## config.mk

```make
export PLATFORM = sky130hd
export DESIGN_NAME = stream_rr_arbiter_flat
export DESIGN_NICKNAME = d
export VERILOG_FILES = /design/src/rtl/stream_rr_arbiter_if.sv /design/src/rtl/stream_rr_arbiter.sv /design/src/flat_wrapper.sv
export SDC_FILE = /design/constraint.sdc
export NUM_CORES = 1
export LEC_CHECK = 0
export CAP_MARGIN = 0
export CORE_ASPECT_RATIO = 0.9
export CORE_MARGIN = 5
export CORE_UTILIZATION = 62
export DETAILED_ROUTE_END_ITERATION = 12
export DONT_BUFFER_PORTS = 1
export PLACE_DENSITY = 0.89
export SYNTH_ARGS = -nofsm -noshare
export SYNTH_HDL_FRONTEND = slang
export SYNTH_SLANG_ARGS = --single-unit
```

## constraint.sdc

```tcl
create_clock -name clk -period 2.3 [get_ports clk]
set_clock_uncertainty 0.2 [all_clocks]
set_input_delay 0.345 -clock clk [delete_from_list [all_inputs] [get_ports clk]]
set_output_delay 0.345 -clock clk [all_outputs]
set_load 0.01 [all_outputs]
```

## src/rtl/stream_rr_arbiter_if.sv

```systemverilog
// Stream bundle for stream_rr_arbiter: NUM_REQ packed input streams and one merged output.
// "master" is the arbiter's view, "slave" is the view of the surrounding sources and sink.
interface stream_rr_arbiter_if #(
    parameter int NUM_REQ = 4,
    parameter int DWIDTH  = 32,
    parameter int IDW     = $clog2(NUM_REQ)
);
    logic [NUM_REQ*DWIDTH-1:0] s_axis_tdata;
    logic [NUM_REQ-1:0]        s_axis_tvalid;
    logic [NUM_REQ-1:0]        s_axis_tlast;
    logic [NUM_REQ-1:0]        s_axis_tready;
    logic [DWIDTH-1:0]         m_axis_tdata;
    logic                      m_axis_tlast;
    logic [IDW-1:0]            m_axis_tid;
    logic                      m_axis_tvalid;
    logic                      m_axis_tready;

    modport master (
        input  s_axis_tdata, s_axis_tvalid, s_axis_tlast, m_axis_tready,
        output s_axis_tready, m_axis_tdata, m_axis_tlast, m_axis_tid, m_axis_tvalid
    );

    modport slave (
        output s_axis_tdata, s_axis_tvalid, s_axis_tlast, m_axis_tready,
        input  s_axis_tready, m_axis_tdata, m_axis_tlast, m_axis_tid, m_axis_tvalid
    );
endinterface

```

## src/rtl/stream_rr_arbiter.sv

```systemverilog
// Packet-aware round-robin merge of NUM_REQ streams onto one registered output stream.
// Define ARB_MAX_PKT_EN to force-terminate packets longer than MAX_BEATS beats.
module stream_rr_arbiter #(
    parameter int NUM_REQ   = 4,
    parameter int DWIDTH    = 32,
    parameter int IDW       = $clog2(NUM_REQ),
    parameter int MAX_BEATS = 256
) (
    input  logic                 clk,
    input  logic                 rst,
    stream_rr_arbiter_if.master  bus,
    input  logic                 pause,
    output logic                 busy,
    output logic                 err_trunc
);
    localparam logic [0:0] ST_IDLE  = 1'b0;
    localparam logic [0:0] ST_GRANT = 1'b1;
    localparam int         IW       = IDW + 1;

    generate
        if (NUM_REQ < 2 || NUM_REQ > 16 || MAX_BEATS < 1) begin : g_bad_cfg
            $error("stream_rr_arbiter: NUM_REQ must be 2..16 and MAX_BEATS >= 1");
        end
    endgenerate

    logic [0:0]        state_q, state_d;
    logic [IDW-1:0]    grant_q, grant_d;
    logic [IDW-1:0]    last_grant_q, last_grant_d;
    logic [DWIDTH-1:0] m_tdata_q, m_tdata_d;
    logic              m_tlast_q, m_tlast_d;
    logic [IDW-1:0]    m_tid_q, m_tid_d;
    logic              m_tvalid_q, m_tvalid_d;

    logic [DWIDTH-1:0] src_data [NUM_REQ];
    logic              core_rdy;
    logic              gnt_valid;
    logic              gnt_last;
    logic              accept;
    logic              trunc;
    logic              arb_found;
    logic [IDW-1:0]    arb_sel;
    logic [IW-1:0]     arb_idx;

    generate
        for (genvar gi = 0; gi < NUM_REQ; gi++) begin : g_src
            assign src_data[gi] = bus.s_axis_tdata[gi*DWIDTH +: DWIDTH];
            assign bus.s_axis_tready[gi] = (state_q == ST_GRANT) &&
                                           (grant_q == IDW'(gi)) && core_rdy;
        end
    endgenerate

    assign core_rdy  = bus.m_axis_tready | ~m_tvalid_q;
    assign gnt_valid = bus.s_axis_tvalid[grant_q];
    assign gnt_last  = bus.s_axis_tlast[grant_q];
    assign accept    = (state_q == ST_GRANT) && gnt_valid && core_rdy;
    assign busy      = (state_q == ST_GRANT);

    assign bus.m_axis_tdata  = m_tdata_q;
    assign bus.m_axis_tlast  = m_tlast_q;
    assign bus.m_axis_tid    = m_tid_q;
    assign bus.m_axis_tvalid = m_tvalid_q;

    // Scan starts one past the previous winner, so the previous winner is checked last.
    always_comb begin
        arb_found = 1'b0;
        arb_sel   = '0;
        arb_idx   = '0;
        for (int k = 1; k <= NUM_REQ; k++) begin
            arb_idx = {1'b0, last_grant_q} + IW'(k);
            if (arb_idx >= IW'(NUM_REQ)) begin
                arb_idx = arb_idx - IW'(NUM_REQ);
            end
            if (!arb_found && bus.s_axis_tvalid[arb_idx[IDW-1:0]]) begin
                arb_found = 1'b1;
                arb_sel   = arb_idx[IDW-1:0];
            end
        end
    end

`ifdef ARB_MAX_PKT_EN
    localparam int CW = $clog2(MAX_BEATS) + 1;

    logic [CW-1:0] beat_cnt_q, beat_cnt_d;
    logic          err_trunc_q, err_trunc_d;

    assign trunc     = accept && !gnt_last && (beat_cnt_q == CW'(MAX_BEATS - 1));
    assign err_trunc = err_trunc_q;

    always_comb begin
        beat_cnt_d  = beat_cnt_q;
        err_trunc_d = err_trunc_q | trunc;
        if (state_q == ST_IDLE) begin
            beat_cnt_d = '0;
        end else if (accept) begin
            beat_cnt_d = beat_cnt_q + CW'(1);
        end
    end

    always_ff @(posedge clk) begin
        if (rst) begin
            beat_cnt_q  <= '0;
            err_trunc_q <= 1'b0;
        end else begin
            beat_cnt_q  <= beat_cnt_d;
            err_trunc_q <= err_trunc_d;
        end
    end
`else
    assign trunc     = 1'b0;
    assign err_trunc = 1'b0;
`endif

    always_comb begin
        state_d      = state_q;
        grant_d      = grant_q;
        last_grant_d = last_grant_q;
        m_tdata_d    = m_tdata_q;
        m_tlast_d    = m_tlast_q;
        m_tid_d      = m_tid_q;
        m_tvalid_d   = m_tvalid_q;

        if (accept) begin
            m_tdata_d  = src_data[grant_q];
            m_tlast_d  = gnt_last | trunc;
            m_tid_d    = grant_q;
            m_tvalid_d = 1'b1;
        end else if (bus.m_axis_tready) begin
            m_tvalid_d = 1'b0;
        end

        case (state_q)
            ST_IDLE: begin
                if (!pause && arb_found) begin
                    grant_d = arb_sel;
                    state_d = ST_GRANT;
                end
            end
            ST_GRANT: begin
                // pause is deliberately ignored here; a started packet always completes.
                if (accept && (gnt_last || trunc)) begin
                    last_grant_d = grant_q;
                    state_d      = ST_IDLE;
                end
            end
            default: state_d = ST_IDLE;
        endcase
    end

    always_ff @(posedge clk) begin
        if (rst) begin
            state_q      <= ST_IDLE;
            grant_q      <= '0;
            last_grant_q <= IDW'(NUM_REQ - 1);
            m_tdata_q    <= '0;
            m_tlast_q    <= 1'b0;
            m_tid_q      <= '0;
            m_tvalid_q   <= 1'b0;
        end else begin
            state_q      <= state_d;
            grant_q      <= grant_d;
            last_grant_q <= last_grant_d;
            m_tdata_q    <= m_tdata_d;
            m_tlast_q    <= m_tlast_d;
            m_tid_q      <= m_tid_d;
            m_tvalid_q   <= m_tvalid_d;
        end
    end
endmodule

```

## src/flat_wrapper.sv

```systemverilog
// flat-port wrapper written by rule: the top's interface ports become plain ports
module stream_rr_arbiter_flat 
#(
    parameter int NUM_REQ   = 4,
    parameter int DWIDTH    = 32,
    parameter int IDW       = $clog2(NUM_REQ),
    parameter int MAX_BEATS = 256
)
  (clk, rst, pause, busy, err_trunc, bus_s_axis_tdata, bus_s_axis_tvalid, bus_s_axis_tlast, bus_m_axis_tready, bus_s_axis_tready, bus_m_axis_tdata, bus_m_axis_tlast, bus_m_axis_tid, bus_m_axis_tvalid);
  stream_rr_arbiter_if #(.NUM_REQ(NUM_REQ), .DWIDTH(DWIDTH), .IDW(IDW)) bus_i ();
  input  logic clk;
  input  logic rst;
  input  logic pause;
  output logic busy;
  output logic err_trunc;
  input wire logic [$bits(bus_i.s_axis_tdata)-1:0] bus_s_axis_tdata;
  input wire logic [$bits(bus_i.s_axis_tvalid)-1:0] bus_s_axis_tvalid;
  input wire logic [$bits(bus_i.s_axis_tlast)-1:0] bus_s_axis_tlast;
  input wire logic [$bits(bus_i.m_axis_tready)-1:0] bus_m_axis_tready;
  output wire logic [$bits(bus_i.s_axis_tready)-1:0] bus_s_axis_tready;
  output wire logic [$bits(bus_i.m_axis_tdata)-1:0] bus_m_axis_tdata;
  output wire logic [$bits(bus_i.m_axis_tlast)-1:0] bus_m_axis_tlast;
  output wire logic [$bits(bus_i.m_axis_tid)-1:0] bus_m_axis_tid;
  output wire logic [$bits(bus_i.m_axis_tvalid)-1:0] bus_m_axis_tvalid;
  assign bus_i.s_axis_tdata = bus_s_axis_tdata;
  assign bus_i.s_axis_tvalid = bus_s_axis_tvalid;
  assign bus_i.s_axis_tlast = bus_s_axis_tlast;
  assign bus_i.m_axis_tready = bus_m_axis_tready;
  assign bus_s_axis_tready = bus_i.s_axis_tready;
  assign bus_m_axis_tdata = bus_i.m_axis_tdata;
  assign bus_m_axis_tlast = bus_i.m_axis_tlast;
  assign bus_m_axis_tid = bus_i.m_axis_tid;
  assign bus_m_axis_tvalid = bus_i.m_axis_tvalid;
  stream_rr_arbiter #(.NUM_REQ(NUM_REQ), .DWIDTH(DWIDTH), .IDW(IDW), .MAX_BEATS(MAX_BEATS)) u_core (.clk(clk), .rst(rst), .bus(bus_i), .pause(pause), .busy(busy), .err_trunc(err_trunc));
endmodule
```

==> results of run 1 <==
-- cells by family (layout without fill, tap and decap cells) --
kind of cell    Yosys count  in the layout  share of synthesized area
compound gates           49             49                      0.111
buf+inv                  27             15                     0.0663
flops                    41             41                      0.340
mux                      36             36                      0.326
other cells               1              1                    0.00155
simple gates             89             89                      0.155
-- worst max-delay path by stage --
stage,slack [ps],cells past startpoint,start,end
final,260,2,u_core.grant_q[1]$_SDFFE_PP0P_,bus_s_axis_tready[2]
after global routing,190,2,u_core.grant_q[1]$_SDFFE_PP0P_,bus_s_axis_tready[2]
after CTS,250,2,u_core.grant_q[1]$_SDFFE_PP0P_,bus_s_axis_tready[2]
after detailed placement,470,5,u_core.grant_q[1]$_SDFFE_PP0P_,u_core.last_grant_q[1]$_SDFFE_PP1P_
after floorplan,500,7,u_core.grant_q[1]$_SDFFE_PP0P_,u_core.bus.m_axis_tdata[2]$_SDFFE_PP0P_
after global placement,530,5,u_core.grant_q[1]$_SDFFE_PP0P_,u_core.last_grant_q[1]$_SDFFE_PP1P_
-- cell usage in the layout (no fill, tap or decap), types with 2 or more instances in the layout --
| master | synthesis | layout |
|---|---|---|
| buf_4 | 4 | 2 |
| nor3_1 | 3 | 3 |
| nand2_1 | 71 | 71 |
| mux4_2 | 34 | 34 |
| o211ai_1 | 2 | 2 |
| dfxtp_2 | 0 | 2 |
| inv_1 | 2 | 2 |
| dfxtp_1 | 41 | 39 |
| nand2b_1 | 3 | 3 |
| a21oi_1 | 40 | 40 |
| a311oi_1 | 2 | 2 |
| clkbuf_1 | 9 | 3 |
| nor3b_1 | 2 | 2 |
| o21ai_0 | 2 | 2 |
| buf_12 | 0 | 3 |
| nor2_1 | 5 | 5 |
| clkbuf_8 | 0 | 5 |
-- state kept, by name, summed over array words and instances (netlist names) --
register	cells
u_core.busy	1
u_core.bus.m_axis_tlast	1
u_core.bus.m_axis_tvalid	1
u_core.bus.m_axis_tid	2
u_core.bus.m_axis_tdata	32
u_core.last_grant_q	2
u_core.grant_q	2
-- layout make-up --
| class | instances | area, um^2 | area share |
|---|---|---|---|
| inverter | 2 | 7.51 | 0.00303 |
| multi-input combinational | 175 | 1430 | 0.579 |
| tap | 46 | 57.6 | 0.0232 |
| clock buffer | 8 | 80.1 | 0.0323 |
| sequential | 41 | 823 | 0.332 |
| timing repair buffer | 5 | 75.1 | 0.0303 |
-- per-stage QoR --
stage | hold WS [ps] | util | cell area, um^2 | setup WS, ps
after detailed placement | 217 | 0.637 | 2380 | 471
after CTS | 12.5 | 0.664 | 2480 | 254
after global routing | 18.8 | 0.664 | 2480 | 185
after floorplan | 281 | - | 2410 | 496
final | 26.8 | 0.664 | 2480 | 265
after global placement | 219 | 0.637 | 2380 | 529
-- report_power, final --
group,internal (uW),leakage (uW),switching [uW]
logic,179,0.000390,148
clock network,216,0.0000395,229
registers,753,0.000334,54.9
-- per-layer routing --
metal / wire length [um] / global-route usage / up-vias
met4: 191 / 0.0854 / 0
li1: - / - / 855
met3: 1010 / 0.103 / 20
met5: 0 / 0 / -
met2: 3420 / 0.429 / 148
met1: 2070 / 0.273 / 870
-- worst max-delay path: cells and delay by family (launching register included) --
family	cells	cell delay, ps
buffers and inverters	1	420
flip-flops	1	350
AND/OR/NAND/NOR	1	430
==> flow_summary.json, run 1 <==
{
  "status": "complete, no violations",
  "vias": 1893,
  "yosysMostFrequentCell": "nand2_1",
  "rr_worst_depth": 5,
  "dp_hpwl_mm": 5.23,
  "hold_end": "u_core.last_grant_q[1]$_SDFFE_PP1P_",
  "critPathArrivalTime_ps": 1490,
  "clock_latency_ps": 280,
  "ctsLongestPathBuffers": 2,
  "hold_viol_final": 0,
  "fin_crit_sh": 0.885,
  "setup_tns_ps": 0,
  "syn_inst": 243,
  "start_kind": "flop",
  "htreeDepth": 2,
  "cp_slowest_stage_delay_ps": 430,
  "first_global_vias": 1976,
  "r2r_start": "u_core.grant_q[1]$_SDFFE_PP0P_",
  "ys.flop_type": "dfxtp_1",
  "ctsResizeCount": 0,
  "async_flop_share": 0,
  "reg2reg_to": "u_core.last_grant_q[0]$_SDFFE_PP1P_",
  "holdPathStages": 2,
  "yosys_warnings": 0,
  "antennaDiodeCount": 0,
  "fp.dieH_um": 69.2,
  "cts-root-buf": "clkbuf_8",
  "grt_use_total": 0.251,
  "clock-sinks": 41,
  "area_delta_synth_final_pct": 2.59,
  "drv_slew": 0,
  "p_leak_uw": 0.000764,
  "antenna_left": 0,
  "cp_cell_sequence": "buf_4 -> nor3b_1",
  "ff2ff_setup_slack_ps": 440,
  "layout-drive-gt1-share": 0.216,
  "timing.fmax_mhz": 491,
  "routed_wl_mm": 6.69,
  "cts_setup_buffers": 0,
  "routabilityCongestion": 0.805,
  "power_uw": 1580,
  "core_region_area_um2": 3730,
  "dr.pass1.iters": 4,
  "cp_slowest_cell": "nor3b_1",
  "rsz0062_at_grt": "false",
  "min_period_ps": 2040,
  "clkTransAtPathRegs_ps": 80,
  "fillers": 287,
  "critPathKind": "flop to primary output",
  "antenna_found_initial": 0,
  "drc": 0,
  "cts_tree": "done",
  "synth_top_area_frac": 0.340,
  "synth_top_area_cell": "dfxtp_1",
  "cts_hold_buf": 1,
  "io_buffers": 0,
  "worstPathRequired_ps": 1750,
  "worst_pin_slew_ps": 619,
  "critPathMaxFanout": 40,
  "ys_types": 28,
  "slew_headroom": 0.584,
  "drv_cap": 0,
  "final_cells": 277,
  "start_util": 0.647,
  "via_per_inst": 6.83,
  "grt_overflow": 0,
  "hp-start": "rst",
  "drt_iter0_drc": 116,
  "avgSynthCellArea_um2": 9.94,
  "power_density_nw_per_um2": 637,
  "synth_edf_count": 0,
  "io_pins": 182,
  "ys_seq_area_frac": 0.340,
  "fin_nets": 370,
  "dp_cells": 268,
  "critPathCaptureType": "primary output",
  "netlist_area_um2": 2410,
  "grt_pass1_wl_mm": 10.1,
  "grt_max_degree": 41,
  "setup_viol": 0,
  "worst_ir_drop_vdd_mv": 0.411,
  "die-width_um": 75.8,
  "cts_inserted_buffers": 5,
  "hold_class": "input pin to flop",
  "synth_nets": 383,
  "routedWlPerCell_um": 24.1,
  "synthTopCellsByCount": "nand2_1 (71), dfxtp_1 (41), a21oi_1 (40)",
  "yosys-top-cells-area": "dfxtp_1 (34%), mux4_2 (32%), nand2_1 (11%)",
  "die_area_um2": 5240,
  "core.rowCount": 21,
  "synth_seq_cells": 41
}
(Power assumes the default switching activity.)
==> run 2: changes to the inputs <==
Settings changed: CORE_AREA set to 2 2 70 72, CORE_ASPECT_RATIO 0.9 to not set, CORE_MARGIN 5 to not set, CORE_UTILIZATION 62 to not set, DIE_AREA set to 0 0 72 74, PLACE_DENSITY 0.89 to 0.79.
==> flow_summary.json, run 2 (synthesis gave the netlist of run 1 again) <==
{
  "status": "complete, no violations",
  "min_period_ps": 2010,
  "worst_ir_drop_vdd_mv": 0.310,
  "worstPathRequired_ps": 1750,
  "cts_setup_buffers": 0,
  "p_leak_uw": 0.000779,
  "antenna_found_initial": 0,
  "start_util": 0.525,
  "area_delta_synth_final_pct": 3.99,
  "cts_tree": "done",
  "fillers": 409,
  "via_per_inst": 6.42,
  "layout-drive-gt1-share": 0.225,
  "cts_hold_buf": 1,
  "cts-root-buf": "clkbuf_8",
  "grt_max_degree": 41,
  "core.rowCount": 25,
  "vias": 1831,
  "dr.pass1.iters": 4,
  "start_kind": "flop",
  "htreeDepth": 2,
  "critPathCaptureType": "primary output",
  "routedWlPerCell_um": 20.7,
  "fin_nets": 370,
  "mostFrequentLayoutCells": "nand2_1 (71), a21oi_1 (40), dfxtp_1 (39)",
  "cts_inserted_buffers": 5,
  "clkTransAtPathRegs_ps": 80,
  "io_pins": 182,
  "drc": 0,
  "core_region_area_um2": 4600,
  "routed_wl_mm": 5.91,
  "critPathKind": "flop to primary output",
  "routabilityCongestion": 0.751,
  "clock-sinks": 41,
  "die_area_um2": 5330,
  "hold_viol_final": 0,
  "antennaDiodeCount": 0,
  "clock_latency_ps": 290,
  "ctsResizeCount": 0,
  "drv_slew": 0,
  "grt_pass1_wl_mm": 8.37,
  "fin_crit_sh": 0.875,
  "largest_register_ffs": 32,
  "layout_commonest_cell": "nand2_1",
  "first_global_vias": 1799,
  "drv_cap": 0,
  "antenna_left": 0,
  "critPathArrivalTime_ps": 1470,
  "grt_use_total": 0.209,
  "fp.dieH_um": 74,
  "setup_viol": 0,
  "timing.fmax_mhz": 497,
  "critPathMaxFanout": 40,
  "worst_pin_slew_ps": 610,
  "grt_overflow": 0,
  "ctsLongestPathBuffers": 2,
  "io_buffers": 0,
  "hold_class": "input pin to flop",
  "power_density_nw_per_um2": 691,
  "fin_util": 0.546,
  "drt_iter0_drc": 117,
  "dp_hpwl_mm": 4.45,
  "die-width_um": 72,
  "rsz0062_at_grt": "false",
  "setup_tns_ps": 0,
  "slew_headroom": 0.590
}
-- run 2: cell count changes in the layout (fill, tap and decap cells not counted) --
cell,previous run,this run
clkbuf_1,3,1
buf_12,3,2
clkbuf_8,5,6
bufinv_16,0,1
buf_4,2,3
-- run 2: cell type report --
class	count	area [um^2]	area share
well taps	54	67.6	0.0269
clock inverters	1	30.0	0.0120
multi-input cells	175	1430	0.571
inverters	2	7.51	0.00299
repair buffers	5	62.6	0.0249
clock buffers	7	86.3	0.0344
flip-flops and latches	41	823	0.328
-- run 2: final timing paths --
| kind | from | endpoint | slack, ps | depth (start not counted) |
|---|---|---|---|---|
| setup / recovery | u_core.grant_q[1]$_SDFFE_PP0P_ | bus_s_axis_tready[2] | 290 | 2 |
| hold / removal | rst | u_core.last_grant_q[1]$_SDFFE_PP1P_ | 20 | 2 |
| setup reg to reg | u_core.grant_q[0]$_SDFFE_PP0P_ | u_core.busy$_SDFF_PP0_ | 360 | 5 |
| hold reg to reg | u_core.bus.m_axis_tdata[25]$_SDFFE_PP0P_ | u_core.bus.m_axis_tdata[25]$_SDFFE_PP0P_ | 300 | 2 |
-- run 2: worst max-delay path: stages, from the launching register on --
cell and delay [ps]:
dfxtp_2 340, buf_4 420, nor3b_1 410
-- run 2: per-layer routing --
layer  global-route usage  vias to the layer above  wire length (um)
li1                     -                      851                 -
met1                0.221                      849              1980
met2                0.395                      125              3200
met3               0.0664                        6               686
met4               0.0713                        0                53
met5                    0                        -                 0
-- run 2: power breakdown --
part           switching [uW]  internal [uW]
Sequential               51.6            753
Combinational             152            174
Clock                     252            354
Total                     455           1280
-- run 2: per-stage QoR --
| step | hold slack [ps] | setup slack (ps) | cell area (um^2) | power [uW] | cells |
|---|---|---|---|---|---|
| global route | 6.94 | 202 | 2510 | 1810 | 285 |
| CTS | 11.8 | 260 | 2510 | 1750 | 285 |
| detailed placement | 215 | 352 | 2370 | 1140 | 276 |
| finish | 19.4 | 287 | 2510 | 1740 | 285 |
| global placement | 214 | 374 | 2370 | 1130 | 276 |
| floorplan | 281 | 496 | 2410 | 1110 | 243 |
